**src/rtl/spi_master_tx_pkg.sv**
```systemverilog
// ---------------------------------------------------------------------------
// spi_master_tx_pkg
//   Definitions shared by the SPI transmitter and its clock divider:
//   FSM state encodings, the default frame geometry and the width of the
//   sclk half-period divider counter.
// ---------------------------------------------------------------------------
package spi_master_tx_pkg;

    // FSM encodings. The receiver side decodes the same values.
    localparam logic [1:0] ST_IDLE  = 2'd0;
    localparam logic [1:0] ST_SHIFT = 2'd1;
    localparam logic [1:0] ST_DONE  = 2'd2;

    localparam int SPI_DATA_W       = 8;
    localparam int SPI_FRAME_PULSES = SPI_DATA_W + 1;

    // The divider must hold CLK_DIV-1 for CLK_DIV up to 255.
    localparam int DIV_CNT_W = 8;

    // Pulse counter runs 0..data_w+1 and never wraps.
    function automatic int pulse_cnt_w(input int data_w);
        return $clog2(data_w + 2);
    endfunction

endpackage

```
**src/rtl/spi_master_tx_if.sv**
```systemverilog
// ---------------------------------------------------------------------------
// spi_master_tx_if
//   Byte handshake into the SPI transmitter.
//   in_valid : producer has a byte on data_in
//   in_ready : transmitter idle; the byte is taken on valid & ready
//   data_in  : byte to send
//   modports : master (producer side), slave (transmitter side)
// ---------------------------------------------------------------------------
interface spi_master_tx_if
    import spi_master_tx_pkg::*;
#(
    parameter int DATA_W = SPI_DATA_W
);
    logic              in_valid;
    logic              in_ready;
    logic [DATA_W-1:0] data_in;

    modport master (output in_valid, output data_in, input in_ready);
    modport slave  (input in_valid, input data_in, output in_ready);
endinterface

```
**src/rtl/spi_master_tx_clk_div.sv**
```systemverilog
// ---------------------------------------------------------------------------
// spi_clk_div
//   Counts 0..CLK_DIV-1 while enabled and emits a one-cycle tick at the
//   terminal count; the transmitter toggles sclk on every tick.
//   i_clk/i_rst : system clock, async active-high reset
//   i_en        : count enable
//   i_clr       : synchronous clear, wins over enable
//   o_tick      : terminal count reached this cycle
// ---------------------------------------------------------------------------
module spi_clk_div
    import spi_master_tx_pkg::*;
#(
    parameter int CLK_DIV = 4
) (
    input  logic i_clk,
    input  logic i_rst,
    input  logic i_en,
    input  logic i_clr,
    output logic o_tick
);
    logic [DIV_CNT_W-1:0] r_cnt;
    logic                 w_term;

    assign w_term = (r_cnt == DIV_CNT_W'(CLK_DIV - 1));
    assign o_tick = i_en & w_term;

    always_ff @(posedge i_clk or posedge i_rst) begin
        if (i_rst) begin
            r_cnt <= '0;
        end else if (i_clr) begin
            r_cnt <= '0;
        end else if (i_en) begin
            r_cnt <= w_term ? '0 : r_cnt + DIV_CNT_W'(1);
        end
    end
endmodule

```
**src/rtl/spi_master_tx.sv**
```systemverilog
// ---------------------------------------------------------------------------
// spi_master_tx
//   Byte-wide SPI transmitter. A byte taken on the handshake is sent as
//   DATA_W data pulses plus one framing pulse (mosi=0) on a self-generated
//   sclk; the downstream slave counts pulses instead of using a chip select.
//   i_clk/i_rst : system clock, async active-high reset
//   bus         : spi_master_tx_if.slave (in_valid / in_ready / data_in)
//   o_busy      : frame in progress
//   o_done      : one-cycle pulse after the last sclk falling edge
//   o_sclk      : SPI clock, idles low
//   o_mosi      : SPI data, idles low, changes only with sclk falling/accept
// ---------------------------------------------------------------------------
module spi_master_tx
    import spi_master_tx_pkg::*;
#(
    parameter int CLK_DIV   = 4,
    parameter int DATA_W    = SPI_DATA_W,
    parameter int LSB_FIRST = 0
) (
    input  logic           i_clk,
    input  logic           i_rst,
    spi_master_tx_if.slave bus,
    output logic           o_busy,
    output logic           o_done,
    output logic           o_sclk,
    output logic           o_mosi
);
    localparam int               PCNT_W     = pulse_cnt_w(DATA_W);
    localparam logic [PCNT_W-1:0] LAST_PULSE = PCNT_W'(DATA_W + 1);
    localparam bit               LSBF       = (LSB_FIRST != 0);

    logic [1:0]        r_state;
    logic [DATA_W-1:0] r_shreg;
    logic [PCNT_W-1:0] r_pcnt;
    logic              r_sclk;
    logic              r_mosi;

    logic              w_shift;
    logic              w_tick;
    logic              w_rise;
    logic              w_fall;
    logic [DATA_W-1:0] w_shifted;

    // Bit that goes on the wire next: the end of the register facing out.
    function automatic logic lead_bit(input logic [DATA_W-1:0] v);
        return LSBF ? v[0] : v[DATA_W-1];
    endfunction

    assign w_shift      = (r_state == ST_SHIFT);
    assign bus.in_ready = (r_state == ST_IDLE);
    assign o_busy       = w_shift;
    assign o_done       = (r_state == ST_DONE);
    assign o_sclk       = r_sclk;
    assign o_mosi       = r_mosi;

    // Divider held in clear outside SHIFT, so every frame starts from zero
    // and the first rise lands exactly CLK_DIV cycles after accept.
    spi_clk_div #(.CLK_DIV(CLK_DIV)) u_div (
        .i_clk  (i_clk),
        .i_rst  (i_rst),
        .i_en   (w_shift),
        .i_clr  (~w_shift),
        .o_tick (w_tick)
    );

    assign w_rise = w_tick & ~r_sclk;
    assign w_fall = w_tick &  r_sclk;

    // Zeros shift in behind the data, so after DATA_W shifts the lead bit
    // is already 0 for the framing pulse.
    assign w_shifted = LSBF ? (r_shreg >> 1) : (r_shreg << 1);

    always_ff @(posedge i_clk or posedge i_rst) begin
        if (i_rst) begin
            r_state <= ST_IDLE;
            r_shreg <= '0;
            r_pcnt  <= '0;
            r_sclk  <= 1'b0;
            r_mosi  <= 1'b0;
        end else begin
            case (r_state)
                ST_IDLE: begin
                    if (bus.in_valid) begin
                        r_shreg <= bus.data_in;
                        r_mosi  <= lead_bit(bus.data_in);
                        r_pcnt  <= '0;
                        r_state <= ST_SHIFT;
                    end
                end
                ST_SHIFT: begin
                    if (w_tick) r_sclk <= ~r_sclk;
                    if (w_rise) r_pcnt <= r_pcnt + PCNT_W'(1);
                    if (w_fall) begin
                        if (r_pcnt == LAST_PULSE) begin
                            r_mosi  <= 1'b0;
                            r_state <= ST_DONE;
                        end else begin
                            r_shreg <= w_shifted;
                            r_mosi  <= lead_bit(w_shifted);
                        end
                    end
                end
                ST_DONE: begin
                    r_pcnt  <= '0;
                    r_state <= ST_IDLE;
                end
                default: begin
                    r_sclk  <= 1'b0;
                    r_mosi  <= 1'b0;
                    r_state <= ST_IDLE;
                end
            endcase
        end
    end
endmodule

```
**src/flat_wrapper.sv**
```systemverilog
// flat-port wrapper written by rule: the top's interface ports become plain ports
module spi_master_tx_flat import spi_master_tx_pkg::*;
#(
    parameter int CLK_DIV   = 4,
    parameter int DATA_W    = SPI_DATA_W,
    parameter int LSB_FIRST = 0
)
  (i_clk, i_rst, o_busy, o_done, o_sclk, o_mosi, bus_in_valid, bus_data_in, bus_in_ready);
  spi_master_tx_if #(.DATA_W(DATA_W)) bus_i ();
  input  logic i_clk;
  input  logic i_rst;
  output logic o_busy;
  output logic o_done;
  output logic o_sclk;
  output logic o_mosi;
  input wire logic [$bits(bus_i.in_valid)-1:0] bus_in_valid;
  input wire logic [$bits(bus_i.data_in)-1:0] bus_data_in;
  output wire logic [$bits(bus_i.in_ready)-1:0] bus_in_ready;
  assign bus_i.in_valid = bus_in_valid;
  assign bus_i.data_in = bus_data_in;
  assign bus_in_ready = bus_i.in_ready;
  spi_master_tx #(.CLK_DIV(CLK_DIV), .DATA_W(DATA_W), .LSB_FIRST(LSB_FIRST)) u_core (.i_clk(i_clk), .i_rst(i_rst), .bus(bus_i), .o_busy(o_busy), .o_done(o_done), .o_sclk(o_sclk), .o_mosi(o_mosi));
endmodule
```
**config.mk**
```make
export PLATFORM = sky130hd
export DESIGN_NAME = spi_master_tx_flat
export DESIGN_NICKNAME = d
export VERILOG_FILES = /design/src/rtl/spi_master_tx_pkg.sv /design/src/rtl/spi_master_tx_if.sv /design/src/rtl/spi_master_tx_clk_div.sv /design/src/rtl/spi_master_tx.sv /design/src/flat_wrapper.sv
export SDC_FILE = /design/constraint.sdc
export NUM_CORES = 1
export LEC_CHECK = 0
export CORE_MARGIN = 4
export CORE_UTILIZATION = 50
export CTS_CLUSTER_SIZE = 20
export DETAILED_ROUTE_END_ITERATION = 6
export PLACE_DENSITY = 0.74
export SLEW_MARGIN = 10
export SYNTH_ARGS = -nofsm -noshare
export SYNTH_HDL_FRONTEND = slang
export SYNTH_SLANG_ARGS = --single-unit
```
**constraint.sdc**
```tcl
create_clock -name i_clk -period 2.7 [get_ports i_clk]
set_input_delay 0.405 -clock i_clk [delete_from_list [all_inputs] [get_ports i_clk]]
set_output_delay 0.405 -clock i_clk [all_outputs]
set_load 0.01 [all_outputs]
```
# --- Yosys cells after proc, flatten, opt, wreduce, memory -nomap -nowiden ---
# Cells that the tools add are included.
op_classes:
  add_sub_neg: 2
  eq_ne: 10
  muxes: 19
  n_bitwise: 6
  reduce_logical: 9
op_table:
  columns: ["op", "n"]
  rows:
  - ["two-way mux 7 bit", 3]
  - ["two-way mux 8 bit", 2]
  - ["one-hot mux 7 bit (2 select lines)", 1]
  - ["one-hot mux 4 bit (3 select lines)", 1]
  - ["AND reduction 3 bit", 3]
  - ["adder 8 x 1 -> 8 bit (second input constant)", 1]
  - ["equality test 8 x 2 -> 1 bit (second input constant)", 1]
  - ["two-way mux 4 bit", 2]
  - ["inequality test 2 x 1 -> 1 bit (second input constant)", 4]
  - ["two-way mux 2 bit", 3]
  - ["adder 4 x 1 -> 4 bit (second input constant)", 1]
  - ["equality test 4 bit (second input constant)", 1]
  - ["two-way mux 1 bit", 4]
  - ["inequality test 2 bit (second input constant)", 2]
  - ["one-hot mux 2 bit (2 select lines)", 1]
  - ["AND reduction 4 bit", 1]
  - ["AND 1 bit", 3]
  - ["NOT 1 bit", 3]
  - ["one-hot mux 1 bit (3 select lines)", 1]
  - ["nonzero test 3 bit", 1]
  - ["equality test 2 x 1 -> 1 bit (second input constant)", 1]
  - ["equality test 2 bit (second input constant)", 1]
  - ["zero test 2 bit", 1]
  - ["one-hot mux 1 bit (2 select lines)", 1]
  - ["3 further kinds", 3]
totals:
  reg_bits: 23
  out_inout_bits: 5
  wordCells: 52

# --- Depth between registers and ports, before layout ---
# Gate-level depths: netlist of run 1.
logic_depth:
  depth_word: 5
  mapped_depth: 7

# --- Cells and area by module ---
# A second synthesis of run 1 with hierarchy kept.
unflattened:
  cells_unflattened: 124
  area_unflattened_um2: 1323.8
modules_own_cells:
  columns: ["mod", "n_inst", "cells_per_inst", "area_each_um2", "seq_area_each_um2"]
  rows:
  - ["spi_master_tx", 1, 80, 864.6, 375.4]
  - ["spi_clk_div", 1, 44, 459.2, 200.2]

# --- Worst setup path after synthesis of run 1 ---
# No wires, ideal clock.
synth_timing:
  kind: "flip-flop to flip-flop"
  from: "register u_core.u_div.r_cnt[0]"
  to: "register u_core.r_pcnt[3]"
  arrival_time_ns: 1.750
  required_ns: 2.577
  slack_ns: 0.826
  path_stages_with_launch: 6
  path_buffers: 0
  synth_period_minus_slack_ns: 1.874
  path_cell_list: "dfrtp_1 ha_1 or4b_4 nor4b_4 nand4_1 mux2i_1"
synth_via:
  elab_chain_cells: 5
synth_lines:
  columns: ["item", "line_no", "source"]
  rows:
  - ["start: declaration", "spi_master_tx_clk_div.sv:21", "logic [DIV_CNT_W-1:0] r_cnt;"]
  - ["start signal: assignment", "spi_master_tx_clk_div.sv:33", "r_cnt <= w_term ? '0 : r_cnt + DIV_CNT_W'(1);"]
  - ["equality test 8 x 2 -> 1 bit", "spi_master_tx_clk_div.sv:24", "assign w_term = (r_cnt == DIV_CNT_W'(CLK_DIV - 1));"]
  - ["AND 1 bit", "spi_master_tx_clk_div.sv:25", "assign o_tick = i_en & w_term;"]
  - ["AND 1 bit", "spi_master_tx.sv:66", "assign w_rise = w_tick & ~r_sclk;"]
  - ["inequality test 2 x 1 -> 1 bit (no line)", null, null]
  - ["AND reduction 3 bit (no line)", null, null]
  - ["end signal: assignment", "spi_master_tx.sv:92", "if (w_rise) r_pcnt <= r_pcnt + PCNT_W'(1);"]
  - ["end: declaration", "spi_master_tx.sv:34", "logic [PCNT_W-1:0] r_pcnt;"]
# Every way passes these cells.
# A chain may end at the register's enable or synchronous reset.

# --- Worst setup path in the final report of run 1 ---
layout_timing:
  from: "register u_core.u_div.r_cnt[0]"
  to: "register u_core.r_shreg[4]"
layout_via:
  elab_chain_cells: 5
layout_lines:
  columns: ["item", "line_no", "source"]
  rows:
  - ["equality test 8 x 2 -> 1 bit", "spi_master_tx_clk_div.sv:24", null]
  - ["AND 1 bit", "spi_master_tx_clk_div.sv:25", null]
  - ["AND 1 bit", "spi_master_tx.sv:67", "assign w_fall = w_tick & r_sclk;"]
  - ["inequality test 2 x 1 -> 1 bit (no line)", null, null]
  - ["AND reduction 4 bit (no line)", null, null]
  - ["end signal: assignment", "spi_master_tx.sv:84", "r_shreg <= bus.data_in;"]
  - ["end signal: assignment", "spi_master_tx.sv:98", "r_shreg <= w_shifted;"]
  - ["end: declaration", "spi_master_tx.sv:33", "logic [DATA_W-1:0] r_shreg;"]
# Every way passes these cells.

==> flow_metrics.tcl, run 1 <==
set metrics [dict create \
    status "finished, final reports clean" \
    syn_area_um2 1112 \
    cp.arrival_ns 2.39 \
    synth-edff-count 0 \
    drt_pass1_iterations 4 \
    syn_inst 102 \
    ant_nets 0 \
    via_count 810 \
    initial_core_util_pct 54.47 \
    fin_setup_tns_ns 0 \
    fmax_mhz 467.8 \
    place_area_um2 1299 \
    wl_per_cell_um 13.44 \
    grt_pass1_wl_um 3525 \
    cp.required_ns 2.95 \
    cellPowerDensity_nw_per_um2 394.5 \
    ctsHoldBuffers 0 \
    fin_nets 136 \
    netlist.area_leader.share_pct 51.74 \
    synth_nets 116 \
    critPathCaptureType "flip-flop" \
    drc_errors 0 \
    cts_buffers 3 \
    path_max_fanout 10 \
    power.leakage_nw 0.6360 \
    place_congestion 0.7829 \
    finalCritPeriodShare_pct 79.17 \
    ys_async_sr_fraction_pct 100.0 \
    tritoncts "done" \
    htreeDepth 1 \
    post_cts_buffers 0 \
    setup_viol 0 \
    clk_latency_ns 0.31 \
    synth.most_common_cell "dfrtp_1" \
    ys_top_cells_by_area "dfrtp_1 (52%), o22a_1 (3.9%), xor2_1 (3.9%), mux2i_1 (3.6%), ha_1 (3.4%)" \
    final_layout_size_suffix_gt1_share_pct 8.264 \
    io_buffer_count 15 \
    rows 16 \
    yosysSeqAreaShare_pct 51.74 \
    tightest_slew_ns 0.8359 \
    die_x_um 55.17 \
    ys_types 32 \
    wl_um 1989 \
    ios 16 \
    synth.avg_cell_area_um2 10.91 \
    ys_seq_elements 23 \
    synth_common_cells "dfrtp_1 (23), nand2_1 (10), nor2_1 (10)" \
    finalInstanceArea_um2 1325 \
    clock-skew-final_ns 0.004743 \
    max_slew_margin_pct 44.21 \
    min_from "u_core.r_pcnt[3]$_DFFE_PP0P_" \
    die_y_um 55.17 \
    coreArea_um2 2042 \
    area_growth_pct 19.12 \
    antenna_found_initial 0 \
    cts_resized 0 \
    hp-class "reg -> reg" \
    grt_remaining_overflow 0 \
    clkTransAtPathRegs_ns 0.12 \
    antenna_cells 0 \
    yosysWarnings 0 \
    critPathLaunchType "flip-flop" \
    crit_start "u_core.u_div.r_cnt[0]$_DFF_PP0_" \
    grt_max_degree 24 \
    synth_largest_area_cell "dfrtp_1" \
    grt_pass1_vias 831 \
    dp_hpwl_um 1468 \
    crit_type "reg -> reg" \
    cts_root_buf "clkbuf_4" \
    track_usage_pct 16.37 \
    vias_per_cell 5.473 \
    cts_sinks 23 \
    max-cap-violations 0 \
    maxSlewViolCount 0 \
    clockBufferDepth 2 \
    dieArea_um2 3043 \
    period_minus_slack_ns 2.137 \
    rsz0062_at_grt "no" \
    hold_viol_final 0 \
    synth_ff_type "dfrtp_1" \
    vdd_ir_drop_max_uv 289.5 \
    worstReg2RegStart "u_core.u_div.r_cnt[0]$_DFF_PP0_" \
    drt_iter0_markers 7 \
]
==> state kept, by name, summed over array words and instances, names as in the netlist <==
name,flops
u_core.r_state,2
u_core.r_pcnt,4
u_core.r_shreg,7
u_core.o_mosi,1
u_core.u_div.r_cnt,8
u_core.o_sclk,1
==> cell type report <==
cell class / instances / area (um2)
clock buffers: 4 / 26.28
inverters: 3 / 11.26
repair buffers: 16 / 157.7
well taps: 27 / 33.78
multi-input cells: 75 / 520.5
fillers: 177 / 716.9
flip-flops and latches: 23 / 575.6
==> path summary, 6_finish.rpt <==
path	cells past startpoint	endpoint	slack [ns]
min in group asynchronous	2	u_core.r_shreg[6]$_DFFE_PP0P_	0.55
worst min-delay path	1	u_core.r_pcnt[3]$_DFFE_PP0P_	0.49
worst max register to register	5	u_core.r_shreg[4]$_DFFE_PP0P_	0.56
worst min register to register	1	u_core.r_pcnt[3]$_DFFE_PP0P_	0.49
max in group asynchronous	2	u_core.u_div.r_cnt[1]$_DFF_PP0_	1.63
worst max-delay path	5	u_core.r_shreg[4]$_DFFE_PP0P_	0.56
==> through the flow <==
| step | hold slack [ns] | power [mW] | setup WS [ns] | instances | utilization (%) |
|---|---|---|---|---|---|
| 2_1_floorplan | 0.4069 | 0.3576 | 0.8265 | 102 | - |
| 3_3_place_gp | 0.4732 | 0.3743 | 0.6286 | 144 | 63.60 |
| 3_5_place_dp | 0.4755 | 0.3745 | 0.5805 | 144 | 63.60 |
| 4_1_cts | 0.4928 | 0.5298 | 0.5603 | 148 | 64.89 |
| 5_1_grt | 0.5075 | 0.5469 | 0.3821 | 148 | 64.89 |
| 6_report | 0.4863 | 0.5227 | 0.5625 | 148 | 64.89 |
==> kinds of logic (layout without fill, tap and decap cells) <==
kind of cell    Yosys count  after routing  share of synthesized area (%)
mux                       4              4                          3.600
simple gates             42             42                          21.82
compound gates           20             20                          13.27
xor+xnor                  6              6                          4.724
fa+ha+maj                 3              3                          3.375
flops                    23             23                          51.74
buf+inv                   4             23                          1.462
==> critical path: stages (launching register included) <==
cell	delay (ns)
dfrtp_1	0.42
ha_1	0.23
or4b_4	0.52
nand4bb_1	0.44
nand2_1	0.32
o21a_1	0.14
==> placed cells by master, fill, tap and decap left out, drive strengths merged, types with 3 or more instances in the layout <==
master          n
nor2           10
o21a            5
nor2b           3
dfrtp          23
mux2i           4
clkdlybuf4s50  15
o21ai           3
ha              3
o22a            5
clkbuf          4
xor2            5
inv             3
nand3           7
nand2          10
==> layer usage <==
| layer | vias up | routed length, um | share of wire, % | track usage, % |
|---|---|---|---|---|
| met5 | - | 0 | 0 | 0 |
| met4 | 0 | 9 | 0.45 | 7.287 |
| met3 | 2 | 124 | 6.2 | 2.949 |
| met2 | 15 | 940 | 47 | 27.17 |
| met1 | 389 | 914 | 46 | 20.75 |
| li1 | 404 | - | - | - |
==> report_power, final <==
group	total [mW]	internal, mW	switching, mW
clock network	0.156	0.0576	0.0979
logic	0.0228	0.0136	0.00920
registers	0.344	0.344	0
total	0.523	0.416	0.107
No activity file was read; power rests on OpenSTA's default activity.
==> run 2, diff against run 1 <==
clock period = 2.2 ns   (was 2.7 ns; I/O delays follow)
==> run 2 against run 1 <==
First-iteration DRC count grew to 2.6 times the previous value; critical path depth unchanged; sequential share of layout area decreased by 0.33 points; clock-buffer cell count unchanged; largest cell class unchanged.
==> flow_metrics.tcl, run 2 (synthesized netlist as in run 1, its figures left out) <==
set metrics [dict create \
    vias_per_cell 5.436 \
    grt_pass1_vias 795 \
    max-cap-violations 0 \
    grt_remaining_overflow 0 \
    top_register "u_core.u_div.r_cnt" \
    period_minus_slack_ns 2.001 \
    largest_reg_flops 8 \
    critPathCaptureType "flip-flop" \
    final_layout_size_suffix_gt1_share_pct 9.836 \
    path_max_fanout 6 \
    r2r-end "u_core.r_pcnt[3]$_DFFE_PP0P_" \
    crit_family "simple AND/OR/NAND/NOR gates" \
    cp.depth 5 \
    clock-skew-final_ns 0.007426 \
    clkTransAtPathRegs_ns 0.12 \
    wl_um 1987 \
    worst-r2r-cell-count 5 \
    rrSetupSlack_ns 0.20 \
    path_cells "ha_1 -> or4b_4 -> nor4b_4 -> nand4_1 -> mux2i_1" \
    grt_max_degree 24 \
    critPathLaunchType "flip-flop" \
    maxSlewViolCount 0 \
    vdd_ir_drop_max_uv 373.1 \
    status "finished, final reports clean" \
    cellPowerDensity_nw_per_um2 478.2 \
    clockBufferDepth 2 \
    via_count 810 \
    track_usage_pct 15.28 \
    dieArea_um2 3043 \
    antenna_found_initial 0 \
    rows 16 \
    wl_per_cell_um 13.34 \
    clk_latency_ns 0.30 \
    fmax_mhz 499.7 \
    path_buf_inv 0 \
    die_x_um 55.17 \
    drc_errors 0 \
    setup_viol 0 \
    cts_root_buf "clkbuf_4" \
    initial_core_util_pct 54.47 \
    hold_viol_final 0 \
    final_cell_mix "dfrtp_1 (23), clkdlybuf4s50_1 (15), nor2_1 (10), nand2_1 (10), nand3_1 (7)" \
    cts_buffers 3 \
    rsz0062_at_grt "no" \
    drt_iter0_markers 18 \
    largestRegisters "u_core.u_div.r_cnt (8), u_core.r_shreg (7), u_core.r_pcnt (4)" \
    crit_type "reg -> reg" \
    fin_setup_tns_ns 0 \
    grt_pass1_wl_um 3284 \
    max_slew_margin_pct 67.50 \
    crit_start "u_core.u_div.r_cnt[0]$_DFF_PP0_" \
    cp.arrival_ns 2.21 \
    crit_path_top_delay_cell "or4b_4" \
    coreArea_um2 2042 \
    slowest_delay_ns 0.53 \
    n_fill_cell 173 \
    place_congestion 0.8045 \
    finalCritPeriodShare_pct 90.96 \
    ios 16 \
    area_growth_pct 20.02 \
    power.leakage_nw 0.6432 \
    timing.hold.ws_ns 0.3478 \
    hp-class "in -> async" \
    drt_pass1_iterations 4 \
    post_cts_buffers 0 \
    tritoncts "done" \
    dp_hpwl_um 1464 \
    worstReg2RegStart "u_core.u_div.r_cnt[0]$_DFF_PP0_" \
    final_common_cell "dfrtp_1" \
    cp.required_ns 2.41 \
    antenna_cells 0 \
    io_buffer_count 15 \
    fin_nets 137 \
    htreeDepth 1 \
    tightest_slew_ns 0.4843 \
    ant_nets 0 \
    die_y_um 55.17 \
    ctsHoldBuffers 0 \
    cts_sinks 23 \
]
## run 2: cell type report
cell class | instances | area [um2] | area share [%]
clock buffer | 4 | 26.28 | 1.968
sequential | 23 | 575.6 | 43.11
inverter | 3 | 11.26 | 0.8435
tap | 27 | 33.78 | 2.530
timing repair buffer | 17 | 165.2 | 12.37
multi-input combinational | 75 | 523.0 | 39.18
## run 2: worst max path at each step
stage / endpoint / slack (ns)
after CTS: o_busy / 0.05
after global routing: u_core.r_pcnt[3]$_DFFE_PP0P_ / 0.07
after floorplan: u_core.r_pcnt[3]$_DFFE_PP0P_ / 0.33
final: u_core.r_pcnt[3]$_DFFE_PP0P_ / 0.20
after detailed placement: u_core.r_pcnt[3]$_DFFE_PP0P_ / 0.21
after global placement: u_core.r_pcnt[3]$_DFFE_PP0P_ / 0.25
## run 2: repair_timing
item	CTS	global route
resized for setup	0	1
endpoints found under the hold margin	0	0
setup endpoints to repair	0	1
## run 2: metrics by stage
step	std cells	utilization, %	power (mW)	cell area (um2)	setup slack [ns]
2_1_floorplan	102	-	0.4389	1112	0.3265
3_3_place_gp	145	63.97	0.4605	1306	0.2549
3_5_place_dp	145	63.97	0.4608	1306	0.2148
4_1_cts	149	65.26	0.6494	1333	0.05318
5_1_grt	149	65.38	0.6676	1335	0.06608
6_report	149	65.38	0.6384	1335	0.1989
## run 2: power breakdown
part	switching (mW)	internal (mW)
Sequential	0	0.423
Combinational	0.0116	0.0179
Clock	0.116	0.0707
## run 2: tightest hold or removal path: cells and delay by family
| kind | cells | cell delay, ns |
|---|---|---|
| buffers and inverters | 3 | 0.73 |
## run 2: per-layer routing
| metal | track usage [%] | vias up | part of all wire, % |
|---|---|---|---|
| met3 | 2.681 | 4 | 5.2 |
| met4 | 6.073 | 0 | 1.2 |
| met2 | 26.97 | 20 | 47 |
| met1 | 18.32 | 381 | 46 |
| li1 | - | 405 | - |
| met5 | 0 | - | 0 |
